==> src/rtl/fifo_rd_ctrl.sv <==
// Read side of the gray-pointer async FIFO: 2-flop write-pointer sync, registered empty, RAM read issue.
// wr_ptr change to m_valid in 5 edges; 2-entry head/skid buffer holds off rd_en once two words are owed.
module fifo_rd_ctrl #(
  parameter int FIFO_DEPTH = 64,
  parameter int DATA_WIDTH = 32
) (
  input  logic                              clk,
  input  logic                              rst_n,
  input  logic [$clog2(FIFO_DEPTH):0]       wr_ptr_gray,
  output logic [$clog2(FIFO_DEPTH):0]       rd_ptr_gray,
  output logic [$clog2(FIFO_DEPTH)-1:0]     rd_addr,
  output logic                              rd_en,
  input  logic [DATA_WIDTH-1:0]             ram_rdata,
  output logic [DATA_WIDTH-1:0]             m_data,
  output logic                              m_valid,
  input  logic                              m_ready,
  output logic                              empty,
  output logic [$clog2(FIFO_DEPTH):0]       rd_count
);

  localparam int AW = $clog2(FIFO_DEPTH);
  localparam int PW = AW + 1;

  function automatic logic [PW-1:0] bin2gray(input logic [PW-1:0] b);
    return b ^ (b >> 1);
  endfunction

  function automatic logic [PW-1:0] gray2bin(input logic [PW-1:0] g);
    logic [PW-1:0] b;
    b[PW-1] = g[PW-1];
    for (int i = PW - 2; i >= 0; i--) begin
      b[i] = b[i+1] ^ g[i];
    end
    return b;
  endfunction

  logic [PW-1:0]         rbin;
  logic [PW-1:0]         wq1;
  logic [PW-1:0]         wq2;
  logic [1:0]            occ;
  logic                  inflight;
  logic [DATA_WIDTH-1:0] head;
  logic [DATA_WIDTH-1:0] skid;

  logic                  pop;
  logic [2:0]            owed;
  logic [1:0]            occ_after_pop;
  logic [PW-1:0]         rbin_next;
  logic [PW-1:0]         rgray_next;

  assign pop           = m_valid & m_ready;
  // Words already held or on their way, net of this cycle's pop; the buffer has room for two.
  assign owed          = {1'b0, occ} + {2'b00, inflight} - {2'b00, pop};
  assign rd_en         = !empty && (owed <= 3'd1);
  assign occ_after_pop = occ - {1'b0, pop};
  assign rbin_next     = rbin + {{(PW-1){1'b0}}, rd_en};
  assign rgray_next    = bin2gray(rbin_next);

  assign rd_addr = rbin[AW-1:0];
  assign m_data  = head;
  assign m_valid = (occ != 2'd0);

  always_ff @(posedge clk) begin
    if (!rst_n) begin
      rbin        <= '0;
      rd_ptr_gray <= '0;
      wq1         <= '0;
      wq2         <= '0;
      empty       <= 1'b1;
      occ         <= 2'd0;
      inflight    <= 1'b0;
      rd_count    <= '0;
      head        <= '0;
      skid        <= '0;
    end else begin
      wq1         <= wr_ptr_gray;
      wq2         <= wq1;
      rbin        <= rbin_next;
      rd_ptr_gray <= rgray_next;
      inflight    <= rd_en;
      // Compare against the post-read pointer so the last word raises empty at its own read edge.
      empty       <= (rgray_next == wq2);
      rd_count    <= gray2bin(wq2) - rbin_next;

      if (pop && (occ == 2'd2)) begin
        head <= skid;
      end
      if (inflight) begin
        if (occ_after_pop == 2'd0) begin
          head <= ram_rdata;
        end else begin
          skid <= ram_rdata;
        end
      end
      occ <= occ_after_pop + {1'b0, inflight};
    end
  end

endmodule

==> config.mk <==
export PLATFORM = sky130hd
export DESIGN_NAME = fifo_rd_ctrl
export DESIGN_NICKNAME = d
export VERILOG_FILES = /design/src/rtl/fifo_rd_ctrl.sv
export SDC_FILE = /design/constraint.sdc
export NUM_CORES = 1
export LEC_CHECK = 0
export ABC_AREA = 1
export CAP_MARGIN = 20
export CORE_ASPECT_RATIO = 0.7
export CORE_UTILIZATION = 34
export DETAILED_ROUTE_END_ITERATION = 6
export MAX_ROUTING_LAYER = met4
export PLACE_DENSITY = 0.64
export SLEW_MARGIN = 20
export SYNTH_ARGS = -nofsm -noshare
export SYNTH_HDL_FRONTEND = slang
export SYNTH_SLANG_ARGS = --single-unit
==> constraint.sdc <==
create_clock -name clk -period 4.3 [get_ports clk]
set_clock_uncertainty 0.15 [all_clocks]
set_input_delay 0.43 -clock clk [delete_from_list [all_inputs] [get_ports clk]]
set_output_delay 0.43 -clock clk [all_outputs]
set_load 0.03 [all_outputs]
## Yosys cells after proc, flatten, opt, wreduce, memory -nomap -nowiden

Index checks and enable logic that the tools add are counted.

- Bits in read-only memories: 0
- Input port bits: 42
- Latch bits: 0
- Memories kept: 0
- Word-level logic and storage cells: 37
- RAM bits: 0
- Register bits: 103
- Output and inout bits: 55

- $mul: 0
- Bitwise operators: 9
- Shifts and indexed selects: 0
- Multiplexer cells: 3
- Reductions and logical operators: 6
- Magnitude comparators: 1
- $add $sub $neg: 6
- Equality and inequality tests: 2
- Div/mod/pow operators: 0

Operator list:

| kind | number |
|---|---|
| 2-to-1 mux 32 bit | 3 |
| adder 7 x 1 -> 7 bit | 1 |
| == test 7 bit | 1 |
| subtractor 7 bit | 1 |
| XOR 7 x 6 -> 7 bit | 1 |
| XOR 1 bit | 6 |
| adder 2 x 1 -> 3 bit | 1 |
| less-or-equal comparator 3 x 1 -> 1 bit, second input constant | 1 |
| subtractor 3 x 1 -> 3 bit | 1 |
| adder 2 x 1 -> 2 bit | 1 |
| == test 2 bit, second input constant | 1 |
| logical AND 1 bit | 2 |
| logical NOT 2 bit | 1 |
| AND reduction 2 bit | 1 |
| nonzero test 2 bit | 1 |
| subtractor 2 x 1 -> 2 bit | 1 |
| AND 1 bit | 1 |
| logical NOT 1 bit | 1 |
| NOT 1 bit | 1 |

## Depth between registers and ports, before layout

Gate-level depths: netlist of run 1.

- Depth after elaboration: 8
- Gate-level depth with buffers: 26
- Gate-level depth less buffers: 26

## Worst setup path after synthesis of run 1

OpenSTA, ideal clock, no wires.

- Kind: reg2reg
- Start point: register occ[1]
- End point: register rd_count[6]
- Setup time: 115 ps
- Arrival time: 3771 ps
- Path buffers: 0
- Slack: 264 ps
- Period minus slack after synthesis: 4036 ps
- Stages on the path, launching flop included: 24
- Data required time: 4035 ps
- Path through: dfxtp_1 -> inv_2 -> nand2_1 -> nand2_1 -> xor2_1 -> ha_1 -> inv_1 -> fa_1 -> nor2_1 -> nor2_1 -> and3_1 -> ha_1 -> ha_1 -> xnor2_2 -> ha_1 -> nand2_1 -> inv_1 -> or2_2 -> nand2_1 -> nand2_1 -> nand2_1 -> nand2_1 -> a21oi_1 -> nor2_1

- Cells in the longest elaborated chain, start to end: 7
- Elaborated cells on any way between the ends: 8
- Classes of those cells: add/sub: 4; order compare: 1; bitwise: 1; reduce/logical: 2

Ends and longest elaborated chain:

| item | RTL line | source |
|---|---|---|
| start: declaration | 40 | `logic [1:0] occ;` |
| start signal: assignment | 95 | `occ <= occ_after_pop + {1'b0, inflight};` |
| nonzero test 2 bit | 61 | `assign m_valid = (occ != 2'd0);` |
| via m_valid | 15 | `output logic m_valid,` |
| AND 1 bit | 51 | `assign pop = m_valid & m_ready;` |
| subtractor 3 x 1 -> 3 bit | 53 | `assign owed = {1'b0, occ} + {2'b00, inflight} - {2'b00, pop};` |
| less-or-equal comparator 3 x 1 -> 1 bit | 54 | `assign rd_en = !empty && (owed <= 3'd1);` |
| logical AND 1 bit | 54 |  |
| via rd_en | 12 | `output logic rd_en,` |
| adder 7 x 1 -> 7 bit | 56 | `assign rbin_next = rbin + {{(PW-1){1'b0}}, rd_en};` |
| subtractor 7 bit | 83 | `rd_count <= gray2bin(wq2) - rbin_next;` |
| end signal: assignment | 83 |  |
| end: declaration | 18 | `output logic [$clog2(FIFO_DEPTH):0] rd_count` |

The timed path passes the listed nets, and every way through them passes these cells.
A chain may end at the register's enable or synchronous reset.

## Worst setup path in the final report of run 1

- Start point: register occ[1]
- End point: register rd_count[6]

- Cells in the longest elaborated chain, start to end: 7
- Elaborated cells on any way between the ends: 8
- Classes of those cells: add/sub: 4; order compare: 1; bitwise: 1; reduce/logical: 2

Ends and longest elaborated chain:

| item | RTL line |
|---|---|
| branches (longest 2 deep; another with adder 2 x 1 -> 3 bit) | -- |
| subtractor 3 x 1 -> 3 bit (*) | 53 |
| less-or-equal comparator 3 x 1 -> 1 bit (*) | 54 |
| logical AND 1 bit (*) | 54 |
| adder 7 x 1 -> 7 bit (*) | 56 |
| subtractor 7 bit (*) | 83 |

Mark *: on every way between the ends.

==> results of run 1 <==
==> worst max-delay path, stage by stage, from the launching register on <==
cell and delay [ns]:
dfxtp_1 0.38, inv_2 0.08, nand2_1 0.12, nand2_1 0.13, xor2_1 0.20, ha_1 0.18, inv_1 0.05, fa_1 0.38
nor2_1 0.12, nor2_1 0.04, and3_1 0.17, ha_1 0.22, ha_1 0.25, xnor2_2 0.16, ha_1 0.34, nand2_1 0.08
inv_1 0.04, or2_2 0.27, nand2_1 0.09, nand2_1 0.05, nand2_1 0.08, nand2_1 0.07, a21oi_1 0.13, nor2_1 0.06
==> registers in the layout (all words and copies together), names as in the netlist <==
name,flops
inflight,1
wq1,7
skid,32
wq2,7
rd_count,7
rbin,6
m_data,32
empty,1
rd_ptr_gray,7
occ,2
==> cell type report <==
cell class | instances | area, um^2
fillers | 1135 | 6240
repair buffers | 101 | 1000
flip-flops and latches | 102 | 2040
multi-input cells | 383 | 1890
inverters | 47 | 176
clock inverters | 4 | 95.1
well taps | 157 | 196
clock buffers | 11 | 243
==> power by group through the flow <==
stage | clock, mW | combinational (mW) | sequential [mW]
final | 0.921 | 1.32 | 1.26
after floorplan | 0 | 0.556 | 1.54
after detailed placement | 0 | 1.32 | 1.28
after global placement | 0 | 1.30 | 1.28
after global routing | 0.984 | 1.44 | 1.29
after CTS | 0.942 | 1.33 | 1.26
==> Yosys cell counts, types with 4 or more instances <==
master,number
dfxtp_1,102
a21oi_1,8
nand2_1,136
o21ai_0,66
inv_2,5
a31oi_1,34
clkbuf_1,19
xor2_1,13
nand3_1,15
ha_1,8
nor2_1,88
inv_1,42
buf_1,6
buf_2,4
==> per-layer routing <==
layer	track usage	vias to the layer above
li1	-	1964
met1	0.252	1707
met4	0.0412	0
met2	0.239	103
met3	0.0415	9
met5	-	-
==> path summary, 6_finish.rpt <==
| kind | start | to | slack [ns] | cells past startpoint |
|---|---|---|---|---|
| worst min register to register | wq1[6] | wq2[6] | 0.26 | 2 |
| worst max register to register | occ[1] | rd_count[6] | 0.36 | 23 |
| worst min-delay path | wq1[6] | wq2[6] | 0.26 | 2 |
| worst max-delay path | occ[1] | rd_count[6] | 0.36 | 23 |
==> cells by family (layout without fill, tap and decap cells) <==
group	Yosys count	in the layout
AO/OA/AOI/OAI	109	109
adder cells (fa/ha/maj)	10	10
buffers and inverters	76	163
flip-flops	102	102
XOR/XNOR	18	18
AND/OR/NAND/NOR	246	246
==> flow_metrics.tcl, run 1 <==
set metrics [dict create \
    status "finished, final reports clean" \
    finalCritPeriodShare 0.916 \
    diodes 0 \
    nNetsFinal 696 \
    finalPower_mw 3.51 \
    finalHoldViolations 0 \
    fin_ws_ns 0.361 \
    criticalPathCategory "reg2reg" \
    grt_pass1_wl_um 17000 \
    vias 3783 \
    port_buffers 96 \
    die_w_um 135 \
    p_sw_frac 0.360 \
    top_level_ports 97 \
    syn_nets 613 \
    fp.dieH_um 95.2 \
    clock-root-buffer "clkbuf_16" \
    grt_use_total 0.174 \
    gp_congestion 0.915 \
    htree_levels 3 \
    worst_pin_slew_ns 1.02 \
    firstDrtPassIters 5 \
    drt_iter0_drc 210 \
    power_density_nw_per_um2 621 \
    synth_edf_count 0 \
    async_flop_share 0 \
    ys_types 25 \
    initial_core_util 0.355 \
    power.internal_mw 2.24 \
    antenna_found_initial 0 \
    num_rows 33 \
    grt_pass1_vias 3461 \
    wl_per_cell_um 12.9 \
    p_leak_nw 2.40 \
    worstPathArrival_ns 4.02 \
    dr_wl_met2_um 4400 \
    core_area_um2 11900 \
    clock_latency_ns 0.33 \
    pwr-share-seq 0.361 \
    synth_top_area_frac 0.484 \
    cts-resized-gates 0 \
    wl_met1_um 5470 \
    cp_max_fo 5 \
    synthTopCellsByArea "dfxtp_1 (48%), nand2_1 (12%), nor2_1 (7.8%), o21ai_0 (7.8%), a31oi_1 (5.0%)" \
    synth_top_family_by_area "simple AND/OR/NAND/NOR gates" \
    rsz0062_at_grt "false" \
    synth_fa_ha_area_frac 0.0332 \
    wirelength_um 10400 \
    slew_headroom 0.318 \
    dpl-instance-area_um2 5290 \
    max_freq_ghz 0.254 \
    synthMuxAreaShare 0 \
    ir_drop_uv 279 \
    ys.warnings.count 0 \
    fin_hold_ws_ns 0.262 \
    slew_viol_final 0 \
    clkPwrFrac 0.263 \
    setup_viol 0 \
    synth_cells 561 \
    setup_tns_ns 0 \
    mostFrequentLayoutCells "nand2_1 (136), dfxtp_1 (102), clkdlybuf4s50_1 (95)" \
    yosysSeqAreaShare 0.484 \
    fin_crit_ns 3.94 \
    dieArea_um2 12900 \
    dp_cells 789 \
    cts-buffers-inserted 9 \
    layout_commonest_cell "nand2_1" \
    worstSetupEndpointType "flip-flop" \
    post-route-cell-area_um2 5650 \
    place_hpwl_um 7030 \
    synthXorXnorAreaFrac 0.0427 \
    drive_gt1_frac 0.0540 \
    clock-sinks 102 \
    required_ns 4.38 \
    areaGrowthSynthToFinish_pct 33.8 \
    synthFlopType "dfxtp_1" \
    ctsHoldBuffers 0 \
    synth_compound_area_frac 0.141 \
    synthesis.area_um2 4220 \
    power.switching_mw 1.26 \
    synthSimpleGateAreaFrac 0.231 \
    tritoncts "built" \
    cts_setup_buffers 0 \
    ys_ff_latch 102 \
    grt_max_degree 65 \
    synth_area_per_cell_um2 7.53 \
    viasPerCell 4.70 \
    pwr-share-comb 0.377 \
    dpl_worst_slack_ns 0.103 \
    final_util 0.475 \
    final_cell_count_no_fill 805 \
    clkTransAtPathRegs_ns 0.07 \
    final_antenna_net_count 0 \
    drc_errors 0 \
    cap_violations 0 \
    clockBufferDepth 2 \
    hold_class "reg2reg" \
    yosys.area.top_type "dfxtp_1" \
    global_route.overflow_total 0 \
    startpoint_type "flip-flop" \
    routed.top_layer "met4" \
    wl_met3_um 486 \
]
No activity file was read; power rests on OpenSTA's default activity.
==> run 2, diff against run 1 <==
--- a/config.mk
+++ b/config.mk
@@ -8,6 +8,7 @@
 export ABC_AREA = 1
 export CAP_MARGIN = 20
 export CORE_ASPECT_RATIO = 0.7
+export CORE_MARGIN = 3
 export CORE_UTILIZATION = 34
 export DETAILED_ROUTE_END_ITERATION = 6
 export MAX_ROUTING_LAYER = met4
==> flow_metrics.tcl, run 2 (synthesis gave the netlist of run 1 again) <==
set metrics [dict create \
    status "finished, final reports clean" \
    cts-buffers-inserted 9 \
    finalCritPeriodShare 0.892 \
    criticalPathCategory "reg2reg" \
    worst_pin_slew_ns 0.951 \
    slew_headroom 0.362 \
    worstSetupEndpointType "flip-flop" \
    grt_max_degree 65 \
    slew_viol_final 0 \
    port_buffers 96 \
    max_freq_ghz 0.261 \
    die_w_um 139 \
    drc_errors 0 \
    worstPathArrival_ns 3.95 \
    areaGrowthSynthToFinish_pct 33.8 \
    place_hpwl_um 7240 \
    gp_congestion 0.898 \
    required_ns 4.42 \
    dpl-instance-area_um2 5290 \
    drt_iter0_drc 176 \
    fp.dieH_um 99.2 \
    top_level_ports 97 \
    final_antenna_net_count 0 \
    firstDrtPassIters 4 \
    post-route-cell-area_um2 5650 \
    layout_commonest_cell "nand2_1" \
    grt_pass1_vias 3563 \
    startpoint_type "flip-flop" \
    num_rows 33 \
    diodes 0 \
    wl_per_cell_um 13.1 \
    htree_levels 3 \
    mostFrequentLayoutCells "nand2_1 (136), dfxtp_1 (102), clkdlybuf4s50_1 (95)" \
    power_density_nw_per_um2 612 \
    nNetsFinal 697 \
    ir_drop_uv 321 \
    initial_core_util 0.354 \
    grt_pass1_wl_um 17300 \
    finalHoldViolations 0 \
    cts_setup_buffers 0 \
    global_route.overflow_total 0 \
    viasPerCell 4.71 \
    clock-sinks 102 \
    clockBufferDepth 2 \
    clkTransAtPathRegs_ns 0.07 \
    clock-root-buffer "clkbuf_16" \
    drive_gt1_frac 0.0585 \
    hold_class "reg2reg" \
    rsz0062_at_grt "false" \
    cap_violations 0 \
    clock_latency_ns 0.33 \
    wirelength_um 10500 \
    cts-resized-gates 0 \
    core_area_um2 11900 \
    setup_tns_ns 0 \
    cp_max_fo 5 \
    p_leak_nw 2.40 \
    dieArea_um2 13800 \
    tritoncts "built" \
    antenna_found_initial 0 \
    setup_viol 0 \
    ctsHoldBuffers 0 \
    fin_crit_ns 3.84 \
    grt_use_total 0.154 \
    vias 3805 \
]
==> run 2: cell types whose count changed in the layout (fill, tap and decap cells not counted) <==
cell | previous run | this run
clkbuf_1 | 1 | 0
clkbuf_8 | 1 | 0
inv_6 | 0 | 5
nand2_2 | 0 | 1
buf_16 | 0 | 2
nand2_4 | 1 | 0
buf_8 | 1 | 0
bufinv_16 | 3 | 1
==> run 2: where the power goes <==
| group | total, mW | internal, mW | leakage [nW] | switching (mW) |
|---|---|---|---|---|
| Clock | 0.830 | 0.461 | 0.152 | 0.369 |
| Sequential | 1.26 | 1.15 | 0.833 | 0.115 |
| Combinational | 1.36 | 0.541 | 1.42 | 0.822 |
| Total | 3.46 | 2.15 | 2.40 | 1.31 |
==> run 2: final timing paths <==
path | startpoint | end | slack (ns) | cells past startpoint
worst min-delay path | wq1[1] | wq2[1] | 0.26 | 2
worst max-delay path | occ[1] | rd_count[6] | 0.46 | 24
worst min register to register | wq1[1] | wq2[1] | 0.26 | 2
worst max register to register | occ[1] | rd_count[6] | 0.46 | 24
==> run 2: final cells by class <==
type | instances | area, um^2
fill | 1137 | 6280
sequential | 102 | 2040
multi-input combinational | 383 | 1890
timing repair buffer | 102 | 1040
clock buffer | 9 | 225
tap | 157 | 196
inverter | 47 | 176
clock inverter | 7 | 78.8
==> run 2: through the flow <==
stage / hold slack [ns] / power [mW] / setup WS, ns / utilization / cells
2_1_floorplan: 0.240 / 2.10 / 0.264 / - / 561
3_3_place_gp: 0.248 / 2.58 / 0.204 / 0.443 / 789
3_5_place_dp: 0.247 / 2.60 / 0.152 / 0.443 / 789
4_1_cts: 0.263 / 3.44 / 0.479 / 0.469 / 805
5_1_grt: 0.281 / 3.65 / 0.159 / 0.473 / 807
6_report: 0.263 / 3.46 / 0.465 / 0.473 / 807
==> run 2: metal layers <==
| metal | vias to the layer above | global-route usage | routed length (um) | part of all wire |
|---|---|---|---|---|
| li1 | 1958 | - | - | - |
| met1 | 1734 | 0.218 | 5380 | 0.51 |
| met2 | 100 | 0.228 | 4520 | 0.43 |
| met3 | 13 | 0.0341 | 538 | 0.051 |
| met4 | 0 | 0.0323 | 108 | 0.010 |
| met5 | - | - | 0 | 0 |
==> run 2: worst max-delay path: stages (launching register included) <==
cell and delay (ns):
dfxtp_1 0.37, inv_2 0.07, nand2_1 0.10, nand2_1 0.12, xor2_1 0.16, ha_1 0.16, inv_1 0.05, fa_1 0.37
nor2_1 0.12, nor2_1 0.04, and3_1 0.17, ha_1 0.22, ha_1 0.24, xnor2_2 0.16, ha_1 0.34, nand2_1 0.09
inv_1 0.05, or2_2 0.26, nand2_1 0.08, nand2_1 0.05, nand2_1 0.08, nand2_1 0.07, nand3_1 0.07, nand2_1 0.05
nor2_1 0.13
